### src/rtl/uncached_wbuf.sv
// Posted write buffer for uncached stores, drained as single-beat AXI writes.
// Optional feature: define WBUF_MERGE_EN to merge same-word stores into the tail entry.
module uncached_wbuf #(
  parameter int         DEPTH  = 4,
  parameter logic [3:0] AXI_ID = 4'd1
) (
  input  logic        aclk,
  input  logic        aresetn,
  input  logic        req,
  input  logic [1:0]  size,
  input  logic [3:0]  req_wstrb,
  input  logic [31:0] addr,
  input  logic [31:0] req_wdata,
  output logic        addr_ok,
  output logic        data_ok,
  input  logic [31:0] chk_addr,
  output logic        chk_hit,
  output logic        empty,
  output logic [3:0]  awid,
  output logic [31:0] awaddr,
  output logic [7:0]  awlen,
  output logic [2:0]  awsize,
  output logic [1:0]  awburst,
  output logic [1:0]  awlock,
  output logic [3:0]  awcache,
  output logic [2:0]  awprot,
  output logic        awvalid,
  input  logic        awready,
  output logic [3:0]  wid,
  output logic [31:0] wdata,
  output logic [3:0]  wstrb,
  output logic        wlast,
  output logic        wvalid,
  input  logic        wready,
  input  logic [3:0]  bid,
  input  logic [1:0]  bresp,
  input  logic        bvalid,
  output logic        bready
);
  localparam int PW = $clog2(DEPTH);
  localparam int CW = PW + 1;

  typedef enum logic [1:0] {IDLE, SEND, RESP} state_t;

  state_t          state, state_nxt;
  logic [PW-1:0]   wr_ptr, rd_ptr, tail_ptr;
  logic [CW-1:0]   count;
  logic [DEPTH-1:0] vld;
  logic [31:0]     ent_addr [DEPTH];
  logic [1:0]      ent_size [DEPTH];
  logic [3:0]      ent_strb [DEPTH];
  logic [31:0]     ent_data [DEPTH];
  logic            aw_done, w_done;
  logic            full, push, push_new, pop, merge;
  logic            unused_ok;

  assign unused_ok = ^{bid, bresp, chk_addr[1:0]};

  assign full     = (count == CW'(DEPTH));
  assign addr_ok  = req & ~full;
  assign push     = addr_ok;
  assign tail_ptr = wr_ptr - 1'b1;

`ifdef WBUF_MERGE_EN
  // The in-flight head must not change under the bus, so it is never a merge target.
  assign merge = push && vld[tail_ptr] && (ent_addr[tail_ptr][31:2] == addr[31:2]) &&
                 !((tail_ptr == rd_ptr) && (state != IDLE));
`else
  assign merge = 1'b0;
`endif

  assign push_new = push & ~merge;

  always_comb begin
    state_nxt = state;
    awvalid   = 1'b0;
    wvalid    = 1'b0;
    bready    = 1'b0;
    pop       = 1'b0;
    case (state)
      IDLE: if (count != '0) state_nxt = SEND;
      SEND: begin
        awvalid = ~aw_done;
        wvalid  = ~w_done;
        if ((aw_done | awready) && (w_done | wready)) state_nxt = RESP;
      end
      RESP: begin
        bready = 1'b1;
        if (bvalid) begin
          pop       = 1'b1;
          state_nxt = IDLE;
        end
      end
      default: state_nxt = IDLE;
    endcase
  end

  always_ff @(posedge aclk or negedge aresetn) begin
    if (!aresetn) begin
      state   <= IDLE;
      wr_ptr  <= '0;
      rd_ptr  <= '0;
      count   <= '0;
      vld     <= '0;
      aw_done <= 1'b0;
      w_done  <= 1'b0;
      data_ok <= 1'b0;
    end else begin
      state   <= state_nxt;
      data_ok <= push;
      count   <= count + CW'(push_new) - CW'(pop);
      if (push_new) wr_ptr <= wr_ptr + 1'b1;
      if (pop) rd_ptr <= rd_ptr + 1'b1;
      if (pop) vld[rd_ptr] <= 1'b0;
      if (push_new) vld[wr_ptr] <= 1'b1;
      if ((state == SEND) && (state_nxt == SEND)) begin
        aw_done <= aw_done | (awvalid & awready);
        w_done  <= w_done | (wvalid & wready);
      end else begin
        aw_done <= 1'b0;
        w_done  <= 1'b0;
      end
    end
  end

  // Entry storage carries no reset; vld alone says which slots are live.
  always_ff @(posedge aclk) begin
    if (push_new) begin
      ent_addr[wr_ptr] <= addr;
      ent_size[wr_ptr] <= size;
      ent_strb[wr_ptr] <= req_wstrb;
      ent_data[wr_ptr] <= req_wdata;
    end else if (merge) begin
      ent_addr[tail_ptr][1:0] <= 2'b00;
      ent_size[tail_ptr]      <= 2'd2;
      ent_strb[tail_ptr]      <= ent_strb[tail_ptr] | req_wstrb;
      for (int b = 0; b < 4; b++) begin
        if (req_wstrb[b]) ent_data[tail_ptr][8*b +: 8] <= req_wdata[8*b +: 8];
      end
    end
  end

  always_comb begin
    chk_hit = 1'b0;
    for (int i = 0; i < DEPTH; i++) begin
      chk_hit = chk_hit | (vld[i] & (ent_addr[i][31:2] == chk_addr[31:2]));
    end
  end

  assign empty   = (count == '0) && (state == IDLE);

  assign awaddr  = ent_addr[rd_ptr];
  assign awsize  = {1'b0, ent_size[rd_ptr]};
  assign wdata   = ent_data[rd_ptr];
  assign wstrb   = ent_strb[rd_ptr];
  assign awid    = AXI_ID;
  assign awlen   = 8'd0;
  assign awburst = 2'b01;
  assign awlock  = 2'b00;
  assign awcache = 4'd0;
  assign awprot  = 3'd0;
  assign wid     = AXI_ID;
  assign wlast   = 1'b1;

endmodule

### config.mk
export PLATFORM = sky130hd
export DESIGN_NAME = uncached_wbuf
export DESIGN_NICKNAME = d
export VERILOG_FILES = /design/src/rtl/uncached_wbuf.sv
export SDC_FILE = /design/constraint.sdc
export NUM_CORES = 1
export LEC_CHECK = 0
export CORE_UTILIZATION = 40
export CTS_CLUSTER_DIAMETER = 100
export DETAILED_ROUTE_END_ITERATION = 10
export HOLD_SLACK_MARGIN = 0.03
export PLACE_DENSITY_LB_ADDON = 0.3
export SKIP_LAST_GASP = 1
export SYNTH_ARGS = -nofsm -noshare
export SYNTH_HDL_FRONTEND = slang
export SYNTH_SLANG_ARGS = --single-unit
### constraint.sdc
create_clock -name aclk -period 3.6 [get_ports aclk]
set_input_delay 0.54 -clock aclk [delete_from_list [all_inputs] [get_ports aclk]]
set_output_delay 0.54 -clock aclk [all_outputs]
set_load 0.01 [all_outputs]
# Word-level counts from Yosys, hierarchy flattened
# Memory sizes are Yosys's and may differ from the RTL's.
# Cells that the tools add are included.
[classes]
add_sub_neg = 4
n_lt_le_gt_ge = 4
n_eq_ne = 8
muxes = 19
n_bitwise = 20
n_reduce_logical = 8
[ops]
columns = ["cell", "n"]
rows = [
  ["30-bit == test", 4],
  ["1-bit 2-to-1 mux", 11],
  ["4-bit 2-to-1 mux", 2],
  ["1-bit bitwise AND", 7],
  ["1-bit OR", 7],
  ["2-bit by 3-bit less-than comparator with 1-bit output, second input constant", 2],
  ["2-bit 2-to-1 mux", 3],
  ["2-bit case mux with 3 select lines", 1],
  ["1-bit logical AND", 5],
  ["2-bit by 1-bit adder with 2-bit output, second input constant", 2],
  ["4-bit bitwise AND", 1],
  ["1-bit demux with 2-bit select", 2],
  ["2-bit by 1-bit == test with 1-bit output, second input constant", 2],
  ["2-bit by 1-bit greater-or-equal comparator with 1-bit output, second input constant", 2],
  ["4-bit NOT", 1],
  ["4-bit OR", 1],
  ["3-bit by 1-bit adder with 3-bit output", 1],
  ["3-bit == test, second input constant", 1],
  ["3-bit logical NOT", 1],
  ["1-bit NOT", 3],
  ["3-bit nonzero test", 1],
  ["3-bit by 1-bit subtractor with 3-bit output", 1],
  ["2-bit == test, second input constant", 1],
  ["2-bit logical NOT", 1],
]
[word_totals]
ff_bits = 16
ram_bits = 280
in_bits = 114
out_inout_bits = 106
wordCells = 75
memories = 4
[mem_list]
columns = ["name", "words", "word_bits", "rd", "rd_ports_with_merged_regs", "wr", "line", "source"]
rows = [
  ["ent_addr", 4, 32, 5, 0, 1, "49", "logic [31:0] ent_addr [DEPTH];"],
  ["ent_data", 4, 32, 1, 0, 1, "52", "logic [31:0] ent_data [DEPTH];"],
  ["ent_strb", 4, 4, 1, 0, 1, "51", "logic [3:0] ent_strb [DEPTH];"],
  ["ent_size", 4, 2, 1, 0, 1, "50", "logic [1:0] ent_size [DEPTH];"],
]

# Depth between registers and ports, before layout
[depth]
word_depth = 9
mapped_depth = 10
depth_no_buf = 9

# Least setup slack after synthesis
# Ideal clock, no wire load.
[synth_timing]
path_kind = "input to register"
from = "input req"
to = "memory ent_addr[0][0] (enable)"
setup_time_ps = 437
arrival_time_ps = 2680
t_required_ps = 3163
slack_ps = 484
path_stages = 3
path_buffers = 0
path_cell_list = "inv_1 -> a31oi_2 -> and2_1"
[synth_via]
elab_chain_cells = 3
[synth_lines]
columns = ["element", "line", "source"]
rows = [
  ["start, declared", "9", "input logic req,"],
  ["1-bit bitwise AND", "60", "assign addr_ok = req & ~full;"],
  ["net addr_ok", "14", "output logic addr_ok,"],
  ["1-bit 2-to-1 mux", "128", "if (push_new) begin"],
  ["1-bit 2-to-1 mux (not written as such)", "129", "ent_addr[wr_ptr] <= addr;"],
  ["end, declared", "49", ""],
]
# The timed path passes the listed nets, and every way through them passes these cells.

# Worst setup path after layout
[layout_timing]
from = "input chk_addr[3]"
to = "output chk_hit"
[layout_via]
elab_chain_cells = 5
elab_cells_between_ends = 11
classes_between = "eq/ne (4); bitwise (7)"
[layout_lines]
columns = ["element", "line", "source"]
rows = [
  ["start, declared", "16", "input logic [31:0] chk_addr,"],
  ["30-bit == test", "146", "chk_hit = chk_hit | (vld[i] & (ent_addr[i][31:2] == chk_addr[31:2]));"],
  ["1-bit bitwise AND", "146", ""],
  ["1-bit OR (2 in series)", "146", ""],
  ["1-bit OR *", "146", ""],
  ["end, declared", "17", "output logic chk_hit,"],
]
# Every way passes the cells marked *; elsewhere a longest branch is shown, timed or not.

==> impl_metrics.json <==
{
  "status": "finished with violations",
  "violations": "DRC",
  "synth-simple-area-share": 0.0287,
  "hold_buffers": 0,
  "skew_ns": 0.0118,
  "r2r_slack_ns": 1.42,
  "final_util": 0.517,
  "die-area_um2": 32400,
  "synth_enable_flop_cells": 280,
  "grt_pass1_wl_mm": 41.4,
  "synth_top_area_frac": 0.664,
  "antenna_found_initial": 4,
  "power_w": 0.0125,
  "grt_setup_unrepaired": "no",
  "power_switching_share": 0.286,
  "slew_violations": 0,
  "num_vias": 6423,
  "fin_crit_sh": 0.913,
  "htreeDepth": 2,
  "crit_required_ns": 3.06,
  "clockRootBuffer": "clkbuf_16",
  "startpoint_type": "input port",
  "gp_congestion": 0.814,
  "dp.final_hpwl_mm": 18.6,
  "fillers": 2501,
  "critPathKind": "input port to output port",
  "cts_tree": "done",
  "hp-class": "register to register",
  "die_w_um": 180,
  "cts-buffers-inserted": 35,
  "cts.sink_count": 296,
  "netlist_area_um2": 12700,
  "dr.pass1.iters": 10,
  "clkTransAtPathRegs_ns": 0.05,
  "yosys-top-cells-count": "edfxtp_1 (280), mux4_2 (70), xnor2_1 (69)",
  "avgSynthCellArea_um2": 19.6,
  "end_kind": "output port",
  "wl_per_cell_um": 21.6,
  "p_sw_w": 0.00358,
  "synthTopCellsByArea": "edfxtp_1 (66%), mux4_2 (12%), xnor2_1 (4.8%)",
  "syn_to_final_growth_pct": 26.1,
  "core_um2": 30900,
  "synth_compound_area_frac": 0.00543,
  "relSlewSlack": 0.492,
  "whs_ns": 0.446,
  "via_per_inst": 5.05,
  "nets": 975,
  "period_minus_slack_ns": 3.29,
  "synth_ff_type": "edfxtp_1",
  "grt_remaining_overflow": 0,
  "clock.fmax_ghz": 0.304,
  "ys_seq_area_frac": 0.695,
  "first_global_vias": 6859,
  "drive_gt1_frac": 0.180,
  "reg2regPathDepth": 9,
  "synthXorXnorAreaFrac": 0.0922,
  "powerDensity_nw_per_um2": 782,
  "final.setup.tns_ns": 0,
  "synth_top_family_by_area": "multiplexers",
  "grt_max_degree": 37,
  "worstMarginPinSlew_ns": 0.760,
  "cp.arrival_ns": 2.75,
  "synth_fa_ha_area_frac": 0.0115,
  "reg2reg_from": "state[1]",
  "die_y_um": 180,
  "drtIter0Drc": 397,
  "power.share.combinational": 0.330,
  "clk_latency_ns": 0.51,
  "drc": 38,
  "yosys_warnings": 0,
  "synth_seq_cells": 296,
  "cts_buffer_depth": 3,
  "finalSetupViolCount": 0,
  "ant_nets": 0,
  "synth_top_area_cell": "edfxtp_1",
  "p_clk_frac": 0.278,
  "yosys.cell_count.top_type": "edfxtp_1",
  "io_buffer_count": 182,
  "maxCapViolCount": 0,
  "rows": 64,
  "finalHoldViolations": 0,
  "leakagePower_nw": 5.31,
  "synth_mux_area_frac": 0.124,
  "async_reset_ff_frac": 0.0541,
  "design_area_um2": 16000,
  "seq_area_um2": 8820,
  "synthCells": 647,
  "ys_types": 25,
  "internal_power_w": 0.00893,
  "multi_input_area_um2": 3440,
  "critPathCapture": "chk_hit",
  "power_frac_seq": 0.392,
  "place_area_um2": 14800,
  "initial_core_util": 0.410,
  "worstPathMaxFanout": 4,
  "grtUsageTotal": 0.172,
  "ctsResizeCount": 0,
  "peakVddDrop_mv": 0.466,
  "startpoint": "chk_addr[3]",
  "cts_setup_buffers": 0,
  "r2r-end": "count[2]",
  "wirelength_mm": 27.5,
  "ios": 220
}
## how the worst min path moves through the flow
stage | start | endpoint | slack (ns) | cells after the start
final | state[1] | state[0] | 0.45 | 1
after global routing | state[1] | state[0] | 0.47 | 1
after CTS | state[1] | state[0] | 0.44 | 1
after detailed placement | state[1] | state[0] | 0.42 | 1
after global placement | state[1] | state[0] | 0.41 | 1
after floorplan | aresetn | aw_done | 0.24 | 0
## sequential cells by signal, summed over array words and instances, names as in the netlist
name / count
ent_data: 128
ent_addr: 128
state: 2
ent_strb: 16
ent_size: 8
rd_ptr: 2
data_ok: 1
vld: 4
aw_done: 1
count: 3
w_done: 1
wr_ptr: 2
## final cells by class
| class | count | area share |
|---|---|---|
| clock buffers | 44 | 0.0596 |
| flip-flops and latches | 296 | 0.552 |
| diodes | 2 | 0.000313 |
| multi-input cells | 307 | 0.215 |
| well taps | 396 | 0.0310 |
| inverters | 10 | 0.00235 |
| clock inverters | 17 | 0.0118 |
| repair buffers | 200 | 0.128 |
## power groups by stage
stage | Sequential (W) | Clock, W | Combinational (W)
2_1_floorplan | 0.00486 | 0 | 0.00238
3_3_place_gp | 0.00495 | 0 | 0.00420
3_5_place_dp | 0.00498 | 0 | 0.00420
4_1_cts | 0.00491 | 0.00355 | 0.00423
5_1_grt | 0.00497 | 0.00371 | 0.00443
6_report | 0.00490 | 0.00348 | 0.00412
## cell usage in the layout, fill, tap and decap left out, types with 6 or more instances in the layout
| master | n |
|---|---|
| ha_1 | 10 |
| xor2_1 | 44 |
| nor4_1 | 17 |
| nand4_1 | 25 |
| xnor2_2 | 11 |
| clkbuf_1 | 7 |
| buf_12 | 7 |
| mux4_2 | 70 |
| clkinv_2 | 6 |
| nor2_1 | 6 |
| conb_1 | 29 |
| dfrtp_1 | 14 |
| clkbuf_16 | 37 |
| nand2_1 | 7 |
| edfxtp_1 | 280 |
| clkdlybuf4s50_1 | 182 |
| buf_4 | 11 |
| inv_1 | 10 |
| xnor2_1 | 69 |
## layer usage
metal,wire length (um),share of wire,GRT usage,vias to the layer above
li1,-,-,-,2888
met1,11100,0.40,0.213,3224
met2,13300,0.48,0.285,250
met3,2510,0.091,0.0622,55
met4,601,0.022,0.0472,6
met5,35,0.0013,0,-
## per-stage QoR
stage	cells	setup WS, ns
2_1_floorplan	674	0.484
3_3_place_gp	1209	0.300
3_5_place_dp	1209	0.281
4_1_cts	1270	0.277
5_1_grt	1270	0.191
6_report	1272	0.314
## worst max-delay path, cell delays in order
cell             delay [ns]
clkdlybuf4s50_1        0.69
xnor2_2                0.15
nand4_1                0.14
nor4_1                 0.39
nand4_1                0.14
nand4_1                0.14
clkdlybuf4s50_1        0.55
## cells by family after synthesis
kind of cell,count (synthesis)
AND/OR/NAND/NOR,64
buffers and inverters,71
multiplexers,70
other,2
flip-flops,296
AO/OA/AOI/OAI,9
XOR/XNOR,124
adder cells (fa/ha/maj),11
(Power assumes the default switching activity.)
